==> config.mk <==
export PLATFORM = sky130hd
export DESIGN_NAME = pipe_ctrl_unit
export DESIGN_NICKNAME = d
export VERILOG_FILES = /design/src/rtl/pipe_ctrl_pkg.sv /design/src/rtl/pipe_ctrl_ctrl_decode.sv /design/src/rtl/pipe_ctrl_unit.sv
export SDC_FILE = /design/constraint.sdc
export NUM_CORES = 1
export LEC_CHECK = 0
export BUFFER_PORTS_ARGS = -buffer_cell sky130_fd_sc_hd__buf_2
export CAP_MARGIN = 20
export CORE_MARGIN = 3
export CORE_UTILIZATION = 55
export DETAILED_ROUTE_END_ITERATION = 12
export PLACE_DENSITY = 0.84
export SYNTH_ARGS = -nofsm -noshare
export SYNTH_HDL_FRONTEND = slang
export SYNTH_SLANG_ARGS = --single-unit
==> constraint.sdc <==
create_clock -name clk -period 5.29 [get_ports clk]
set_input_delay 0.7935 -clock clk [delete_from_list [all_inputs] [get_ports clk]]
set_output_delay 0.7935 -clock clk [all_outputs]
set_load 0.1 [all_outputs]
==> src/rtl/pipe_ctrl_pkg.sv <==
// Shared encodings, control bundle type and small helpers for the pipeline control unit.
package pipe_ctrl_pkg;

    // Primary opcodes (instruction[31:26])
    localparam logic [5:0] OP_RTYPE = 6'h00;
    localparam logic [5:0] OP_J     = 6'h02;
    localparam logic [5:0] OP_JAL   = 6'h03;
    localparam logic [5:0] OP_BEQ   = 6'h04;
    localparam logic [5:0] OP_ADDI  = 6'h08;
    localparam logic [5:0] OP_ADDIU = 6'h09;
    localparam logic [5:0] OP_SLTI  = 6'h0a;
    localparam logic [5:0] OP_SLTIU = 6'h0b;
    localparam logic [5:0] OP_ANDI  = 6'h0c;
    localparam logic [5:0] OP_LUI   = 6'h0f;
    localparam logic [5:0] OP_LW    = 6'h23;
    localparam logic [5:0] OP_SW    = 6'h2b;

    // R-type function codes (instruction[5:0])
    localparam logic [5:0] FN_SLL   = 6'h00;
    localparam logic [5:0] FN_SRL   = 6'h02;
    localparam logic [5:0] FN_SRA   = 6'h03;
    localparam logic [5:0] FN_JR    = 6'h08;
    localparam logic [5:0] FN_JALR  = 6'h09;
    localparam logic [5:0] FN_MFHI  = 6'h10;
    localparam logic [5:0] FN_MFLO  = 6'h12;
    localparam logic [5:0] FN_MULT  = 6'h18;
    localparam logic [5:0] FN_MULTU = 6'h19;
    localparam logic [5:0] FN_DIV   = 6'h1a;
    localparam logic [5:0] FN_DIVU  = 6'h1b;

    typedef enum logic [1:0] {
        PC_SEQ    = 2'b00,
        PC_BRANCH = 2'b01,
        PC_JUMP   = 2'b10,
        PC_REG    = 2'b11
    } pcsrc_e;

    typedef enum logic [1:0] {
        DST_RD = 2'b00,
        DST_RT = 2'b01,
        DST_RA = 2'b10
    } regdst_e;

    typedef enum logic [1:0] {
        M2R_ALU = 2'b00,
        M2R_MEM = 2'b01,
        M2R_PC4 = 2'b10
    } memtoreg_e;

    typedef struct packed {
        pcsrc_e    pcsrc;
        regdst_e   regdst;
        logic      regwrite;
        logic      memread;
        logic      memwrite;
        memtoreg_e memtoreg;
        logic      alusrc1;
        logic      alusrc2;
        logic      extop;
        logic      luop;
        logic      branch;
        logic      is_jump;    // j, jal, jr, jalr
        logic      reads_rt;   // rt is a true source operand
        logic      is_mdu;     // mult/multu/div/divu
        logic      reads_mdu;  // mfhi/mflo
    } ctrl_bundle_t;

    // Pick the architectural write register from the RegDst selector.
    function automatic logic [4:0] resolve_dst(input regdst_e sel, input logic [4:0] rt,
                                               input logic [4:0] rd);
        logic [4:0] dst;
        case (sel)
            DST_RA:  dst = 5'd31;
            DST_RT:  dst = rt;
            DST_RD:  dst = rd;
            default: dst = 5'd0;
        endcase
        return dst;
    endfunction

    // True when a live producer register collides with an ID-stage source.
    function automatic logic src_match(input logic [4:0] dst, input logic [4:0] rs,
                                       input logic [4:0] rt, input logic uses_rt);
        return (dst != 5'd0) && ((dst == rs) || (uses_rt && (dst == rt)));
    endfunction

endpackage

==> src/rtl/pipe_ctrl_ctrl_decode.sv <==
// Combinational opcode/funct decoder producing the ID-stage control bundle.
module ctrl_decode
    import pipe_ctrl_pkg::*;
#(
    parameter int ENABLE_MDU = 1
) (
    input  logic [5:0]   opcode,
    input  logic [5:0]   funct,
    output ctrl_bundle_t ctrl
);

    // Map opcode/funct to the control bundle; unknown encodings decode as NOP.
    always_comb begin
        ctrl = '0;
        case (opcode)
            OP_RTYPE: begin
                case (funct)
                    FN_SLL, FN_SRL, FN_SRA: begin
                        ctrl.regwrite = 1'b1;
                        ctrl.regdst   = DST_RD;
                        ctrl.alusrc1  = 1'b1;
                        ctrl.reads_rt = 1'b1;
                    end
                    FN_JR: begin
                        ctrl.pcsrc   = PC_REG;
                        ctrl.is_jump = 1'b1;
                    end
                    FN_JALR: begin
                        ctrl.pcsrc    = PC_REG;
                        ctrl.is_jump  = 1'b1;
                        ctrl.regwrite = 1'b1;
                        ctrl.regdst   = DST_RD;
                        ctrl.memtoreg = M2R_PC4;
                    end
                    FN_MFHI, FN_MFLO: begin
                        ctrl.regwrite  = 1'b1;
                        ctrl.regdst    = DST_RD;
                        ctrl.reads_mdu = 1'b1;
                    end
                    FN_MULT, FN_MULTU, FN_DIV, FN_DIVU: begin
                        if (ENABLE_MDU != 0) begin
                            ctrl.is_mdu   = 1'b1;
                            ctrl.reads_rt = 1'b1;
                        end else begin
                            ctrl = '0;
                        end
                    end
                    default: begin
                        ctrl.regwrite = 1'b1;
                        ctrl.regdst   = DST_RD;
                        ctrl.reads_rt = 1'b1;
                    end
                endcase
            end
            OP_LW: begin
                ctrl.regwrite = 1'b1;
                ctrl.regdst   = DST_RT;
                ctrl.alusrc2  = 1'b1;
                ctrl.extop    = 1'b1;
                ctrl.memread  = 1'b1;
                ctrl.memtoreg = M2R_MEM;
            end
            OP_SW: begin
                ctrl.memwrite = 1'b1;
                ctrl.alusrc2  = 1'b1;
                ctrl.extop    = 1'b1;
                ctrl.reads_rt = 1'b1;
            end
            OP_LUI: begin
                ctrl.regwrite = 1'b1;
                ctrl.regdst   = DST_RT;
                ctrl.alusrc2  = 1'b1;
                ctrl.luop     = 1'b1;
            end
            OP_ADDI, OP_ADDIU, OP_SLTI, OP_SLTIU: begin
                ctrl.regwrite = 1'b1;
                ctrl.regdst   = DST_RT;
                ctrl.alusrc2  = 1'b1;
                ctrl.extop    = 1'b1;
            end
            OP_ANDI: begin
                ctrl.regwrite = 1'b1;
                ctrl.regdst   = DST_RT;
                ctrl.alusrc2  = 1'b1;
            end
            OP_BEQ: begin
                ctrl.pcsrc    = PC_BRANCH;
                ctrl.branch   = 1'b1;
                ctrl.extop    = 1'b1;
                ctrl.reads_rt = 1'b1;
            end
            OP_J: begin
                ctrl.pcsrc   = PC_JUMP;
                ctrl.is_jump = 1'b1;
            end
            OP_JAL: begin
                ctrl.pcsrc    = PC_JUMP;
                ctrl.is_jump  = 1'b1;
                ctrl.regwrite = 1'b1;
                ctrl.regdst   = DST_RA;
                ctrl.memtoreg = M2R_PC4;
            end
            default: ctrl = '0;
        endcase
    end

endmodule

==> src/rtl/pipe_ctrl_unit.sv <==
// Pipeline control unit: ID decode, stage control registers, hazard/stall/flush and MDU busy tracking.
module pipe_ctrl_unit
    import pipe_ctrl_pkg::*;
#(
    parameter int MDU_LATENCY = 4,
    parameter int ENABLE_MDU  = 1,
    parameter int FWD_ENABLE  = 1
) (
    input  logic       clk,
    input  logic       reset,
    input  logic       id_valid,
    input  logic [5:0] id_opcode,
    input  logic [5:0] id_funct,
    input  logic [4:0] id_rs,
    input  logic [4:0] id_rt,
    input  logic [4:0] id_rd,
    input  logic       ex_branch_taken,
    output logic [1:0] id_pcsrc,
    output logic       stall,
    output logic       flush_if_id,
    output logic       ex_alusrc1,
    output logic       ex_alusrc2,
    output logic       ex_extop,
    output logic       ex_luop,
    output logic       ex_branch,
    output logic       mem_memread,
    output logic       mem_memwrite,
    output logic       wb_regwrite,
    output logic [1:0] wb_memtoreg,
    output logic [4:0] wb_dst,
    output logic       mdu_busy
);

    ctrl_bundle_t dec_s;
    logic [4:0]   id_dst_s;
    logic         id_regwrite_s;
    logic         hazard_s;
    logic         issue_s;
    logic [3:0]   mdu_cnt_next_s;

    logic         ex_memread_r;
    logic         ex_memwrite_r;
    logic         ex_regwrite_r;
    logic [1:0]   ex_memtoreg_r;
    logic [4:0]   ex_dst_r;
    logic         mem_regwrite_r;
    logic [1:0]   mem_memtoreg_r;
    logic [4:0]   mem_dst_r;
    logic [3:0]   mdu_cnt_r;
    logic         mdu_busy_r;

    ctrl_decode #(.ENABLE_MDU(ENABLE_MDU)) u_decode (
        .opcode (id_opcode),
        .funct  (id_funct),
        .ctrl   (dec_s)
    );

    // Resolve the write register in ID; a $0 destination carries no write and a zero dst.
    always_comb begin
        if (dec_s.regwrite && (resolve_dst(dec_s.regdst, id_rt, id_rd) != 5'd0)) begin
            id_regwrite_s = 1'b1;
            id_dst_s      = resolve_dst(dec_s.regdst, id_rt, id_rd);
        end else begin
            id_regwrite_s = 1'b0;
            id_dst_s      = 5'd0;
        end
    end

    // Hazard detection, stall/flush generation and next-PC select; a taken branch overrides stall.
    always_comb begin
        hazard_s = 1'b0;
        if (id_valid) begin
            if (ex_memread_r && src_match(ex_dst_r, id_rs, id_rt, dec_s.reads_rt)) begin
                hazard_s = 1'b1;
            end else if ((FWD_ENABLE == 0) &&
                         (src_match(ex_dst_r, id_rs, id_rt, dec_s.reads_rt) ||
                          src_match(mem_dst_r, id_rs, id_rt, dec_s.reads_rt))) begin
                hazard_s = 1'b1;
            end else if (mdu_busy_r && (dec_s.is_mdu || dec_s.reads_mdu)) begin
                hazard_s = 1'b1;
            end else begin
                hazard_s = 1'b0;
            end
        end else begin
            hazard_s = 1'b0;
        end
        stall       = hazard_s && !ex_branch_taken;
        flush_if_id = (id_valid && dec_s.is_jump) || ex_branch_taken;
        issue_s     = id_valid && !hazard_s && !ex_branch_taken;
        if (id_valid) begin
            id_pcsrc = dec_s.pcsrc;
        end else begin
            id_pcsrc = 2'b00;
        end
    end

    // Stage control registers: ID/EX takes the decode or a bubble, EX/MEM and MEM/WB always advance.
    always_ff @(posedge clk) begin
        if (reset) begin
            ex_alusrc1     <= 1'b0;
            ex_alusrc2     <= 1'b0;
            ex_extop       <= 1'b0;
            ex_luop        <= 1'b0;
            ex_branch      <= 1'b0;
            ex_memread_r   <= 1'b0;
            ex_memwrite_r  <= 1'b0;
            ex_regwrite_r  <= 1'b0;
            ex_memtoreg_r  <= 2'b00;
            ex_dst_r       <= 5'd0;
            mem_memread    <= 1'b0;
            mem_memwrite   <= 1'b0;
            mem_regwrite_r <= 1'b0;
            mem_memtoreg_r <= 2'b00;
            mem_dst_r      <= 5'd0;
            wb_regwrite    <= 1'b0;
            wb_memtoreg    <= 2'b00;
            wb_dst         <= 5'd0;
        end else begin
            if (issue_s) begin
                ex_alusrc1    <= dec_s.alusrc1;
                ex_alusrc2    <= dec_s.alusrc2;
                ex_extop      <= dec_s.extop;
                ex_luop       <= dec_s.luop;
                ex_branch     <= dec_s.branch;
                ex_memread_r  <= dec_s.memread;
                ex_memwrite_r <= dec_s.memwrite;
                ex_regwrite_r <= id_regwrite_s;
                ex_memtoreg_r <= dec_s.memtoreg;
                ex_dst_r      <= id_dst_s;
            end else begin
                ex_alusrc1    <= 1'b0;
                ex_alusrc2    <= 1'b0;
                ex_extop      <= 1'b0;
                ex_luop       <= 1'b0;
                ex_branch     <= 1'b0;
                ex_memread_r  <= 1'b0;
                ex_memwrite_r <= 1'b0;
                ex_regwrite_r <= 1'b0;
                ex_memtoreg_r <= 2'b00;
                ex_dst_r      <= 5'd0;
            end
            mem_memread    <= ex_memread_r;
            mem_memwrite   <= ex_memwrite_r;
            mem_regwrite_r <= ex_regwrite_r;
            mem_memtoreg_r <= ex_memtoreg_r;
            mem_dst_r      <= ex_dst_r;
            wb_regwrite    <= mem_regwrite_r;
            wb_memtoreg    <= mem_memtoreg_r;
            wb_dst         <= mem_dst_r;
        end
    end

    // MDU occupancy: reload when an MDU op issues into EX, otherwise count down to zero.
    always_comb begin
        if (ENABLE_MDU == 0) begin
            mdu_cnt_next_s = 4'd0;
        end else if (issue_s && dec_s.is_mdu) begin
            mdu_cnt_next_s = 4'(MDU_LATENCY);
        end else if (mdu_cnt_r != 4'd0) begin
            mdu_cnt_next_s = mdu_cnt_r - 4'd1;
        end else begin
            mdu_cnt_next_s = mdu_cnt_r;
        end
    end

    // MDU counter and its registered busy flag; reset aborts any operation in flight.
    always_ff @(posedge clk) begin
        if (reset) begin
            mdu_cnt_r  <= 4'd0;
            mdu_busy_r <= 1'b0;
        end else begin
            mdu_cnt_r  <= mdu_cnt_next_s;
            mdu_busy_r <= (mdu_cnt_next_s != 4'd0);
        end
    end

    assign mdu_busy = mdu_busy_r;

endmodule

==> impl_results.md <==
- Status: completed
- Crit-path max FO: 8
- Max transition margin: a little over a third
- Final nets: between 200 and 300
- Critical path launch point type: input pin
- Area growth, synth to finish: 19.5%
- Port bufs: 50
- Clock tree buffer depth: 2
- Seq cells post-synth: 36
- Antenna violations before repair: 0
- Top Ports: 51
- H-tree levels: 2
- Root Buffer: clkbuf_4
- Sw Ratio: a little under a third
- Cts hold-fix bufs: 0
- Wire per inst: 13.5 um
- Die Wd: around 62 um
- Post-DRT Antenna Nets: 0
- Die area: around 3900 um^2
- Critical path capture point type: output port
- Std-Cell Core Area: 2880 um^2
- Setup repair bufs after CTS: 0
- Num CTS Buffers: 5
- Unique masters post-synth: 44
- TritonRoute pass-1 iters: 4
- Syn Area/Cell: 9.27 um^2
- # DRC: 0
- GP Congestion: ~0.86
- Syn Std Cell Area: 1740 um^2
- Clk slew on worst S/H paths: ~100 ps
- Pint: approximately 0.00045 W
- Leakage power: a little under 0.9 nW
- Clock tree from TritonCTS: done
- Worst Path Required: roughly 4500 ps
- Post-synthesis xor/xnor area fraction: 6.03%
- Post-DP HPWL: 2770 um
- Final setup fails: 0
- Comb power frac: 25.3%
- Worst setup path class: input pin to output port
- # Max-Cap Violations: 0
- Clock Skews: roughly 15 ps
- Most common cell in the netlist: dfxtp_1
- Largest net degree at the start of global routing: 26
- Synthesis Warnings: 0
- Vias/cell: approximately 5.5
- Clk_lat worst skew: roughly 330 ps
- Hold depth: 1
- Post_cts resized: 0
- GR Overflow Total: 0
- Top_reg_cell synth: dfxtp_1
- Clock power share: 28.8%
- Largest family of logic cells by synthesized area: simple AND/OR/NAND/NOR gates
- Synth area leader: dfxtp_1
- Die height: 62.3 um
- Finished Layout Cells: 279
- Peak VDD IR: ~240 uV
- Synth Area in Adders: less than 1%
- Final wirelength: about 3800 um
- Storage cell area: between 700 and 800 um^2
- Multi-input gate area: 971 um^2
- Slew @ Worst Pin: slightly below 1000 ps
- Synthesized netlist cell count: 188
- Unrepaired setup endpoints after global routing: no
- Total clock sinks: 36
- Fin crit period: approximately 3500 ps
- Setup Total Neg Slack: 0 ps
- Worst Hold Class: flop to flop
- Fin crit share: approximately 66%
- ANT cells: 0
- Compound-gate portion of the synthesized area: between 10% and 20%
- Mux cell area share after synthesis: 3.45%
- Placed Cells: between 200 and 300
- Maximum clock rate: 288 MHz
- Fin. max-slew vios: 0
- First-pass GRT wire length: between 6000 and 7000 um
- Synth area leaders: dfxtp_1 41%, nor2b_1 7.5%, xor2_1 4.0%
- Sequential area share after synthesis: just over 40%
- Sequential cell fraction of total power: ~46%
- Initial Util: approximately 61%
- All-layer global routing usage: about a fifth
- Number of flops mapped to enable cells by yosys: 0
- Simple-Gate Fraction of Synth Area: 34.9%
- Syn_nets: 220
- Cells on worst reg2reg path: 5
- Top cell type's share of synthesized area: 41.3%
- Vias: 1548
- Crit path arrival time: roughly 2700 ps
- Fin. Hold Viols: 0
- Row Count: 19
- Iteration-0 DRC count of the detailed router: 66
- Share of layout cells above drive strength 1: a little under a third
- Asr flop ratio synth: 0%
- # fillers: roughly 220
- Net switching power figure: approximately 0.00021 W
- Power Density: approximately 320 nW/um^2
- Synth top cells by count: 36 x dfxtp_1, 21 x nor2b_1, 13 x nor2_1
- Number of global-route vias before repair: 1395
[cells in the final DEF, fill, tap and decap left out, drive strengths merged, types with 2 or more instances in the layout]
master,Yosys,routed
nor3,19,19
o32ai,2,2
xnor2,4,4
nand3b,2,2
nor3b,2,2
xor2,8,8
nand2,6,6
nand2b,8,8
o21a,2,2
nand4b,3,3
dfxtp,36,36
buf,5,50
nor2,13,13
inv,3,3
a311o,2,2
nand3,5,5
a21boi,2,2
or3,3,3
clkbuf,4,6
nor2b,21,21
a21oi,6,6
or4,4,4
mux2i,6,6
nor4,7,7
o21ai,3,3
[path summary, 6_finish.rpt]
path / start / endpoint / slack [ps]
max: id_opcode[4] / stall / 1820
min: mem_dst_r[3] / wb_dst[3] / 450
min reg2reg: mem_dst_r[3] / wb_dst[3] / 450
max reg2reg: ex_dst_r[0] / mdu_cnt_r[2] / 3170
[metrics by stage]
step | utilization (%) | instance area (um^2) | total power (W) | worst slack, ps | hold slack [ps]
after detailed placement | 69.7 | 2010 | 0.000471 | 1830 | 424
after CTS | 72.4 | 2080 | 0.000660 | 1830 | 448
after global routing | 72.4 | 2080 | 0.000695 | 1710 | 461
after global placement | 69.7 | 2010 | 0.000468 | 1860 | 416
final | 72.4 | 2080 | 0.000657 | 1820 | 446
after floorplan | - | 1740 | 0.000434 | 552 | 414
[cells by family after synthesis]
kind of cell               Yosys count
AOI/OAI and AO/OA                   25
xor gates and xnor gates            12
adders and majority gates            1
buffers and inverters               12
DFF                                 36
muxes                                6
and+or+nand+nor                     96
[final cells by class]
| cell class | count | area share [%] |
|---|---|---|
| timing repair buffer | 50 | 12.0 |
| clock buffer | 6 | 1.98 |
| clock inverter | 2 | 1.68 |
| multi-input combinational | 140 | 46.6 |
| inverter | 3 | 0.541 |
| tap | 42 | 2.52 |
| sequential | 36 | 34.6 |
[power by group through the flow]
stage / sequential (W) / clock (W) / combinational [W]
after floorplan: 0.000333 / 0 / 0.000102
after global placement: 0.000307 / 0 / 0.000161
after detailed placement: 0.000307 / 0 / 0.000164
after CTS: 0.000301 / 0.000193 / 0.000166
after global routing: 0.000304 / 0.000208 / 0.000182
final: 0.000302 / 0.000189 / 0.000166
[registers in the layout (all words and copies together) (netlist names), 2 cells and up]
register	flops
wb_dst	5
mem_memtoreg_r	2
wb_memtoreg	2
ex_dst_r	5
ex_memtoreg_r	2
mem_dst_r	5
mdu_cnt_r	4
[worst max-delay path, cell delays in order]
cell       delay (ps)
buf_2             140
or4_4             570
nor3_4            160
a2bb2oi_1         130
o21ai_2           300
o21ba_2           170
buf_2             410
[per-layer routing]
layer	GRT usage, %	share of wire [%]	up-vias	routed length [um]
li1	-	-	770	-
met1	24.7	43	713	1630
met2	32.4	49	57	1840
met3	5.59	6.0	8	228
met4	7.99	1.8	0	68
met5	0	0	-	0
Power figures use the tool's default switching activity.
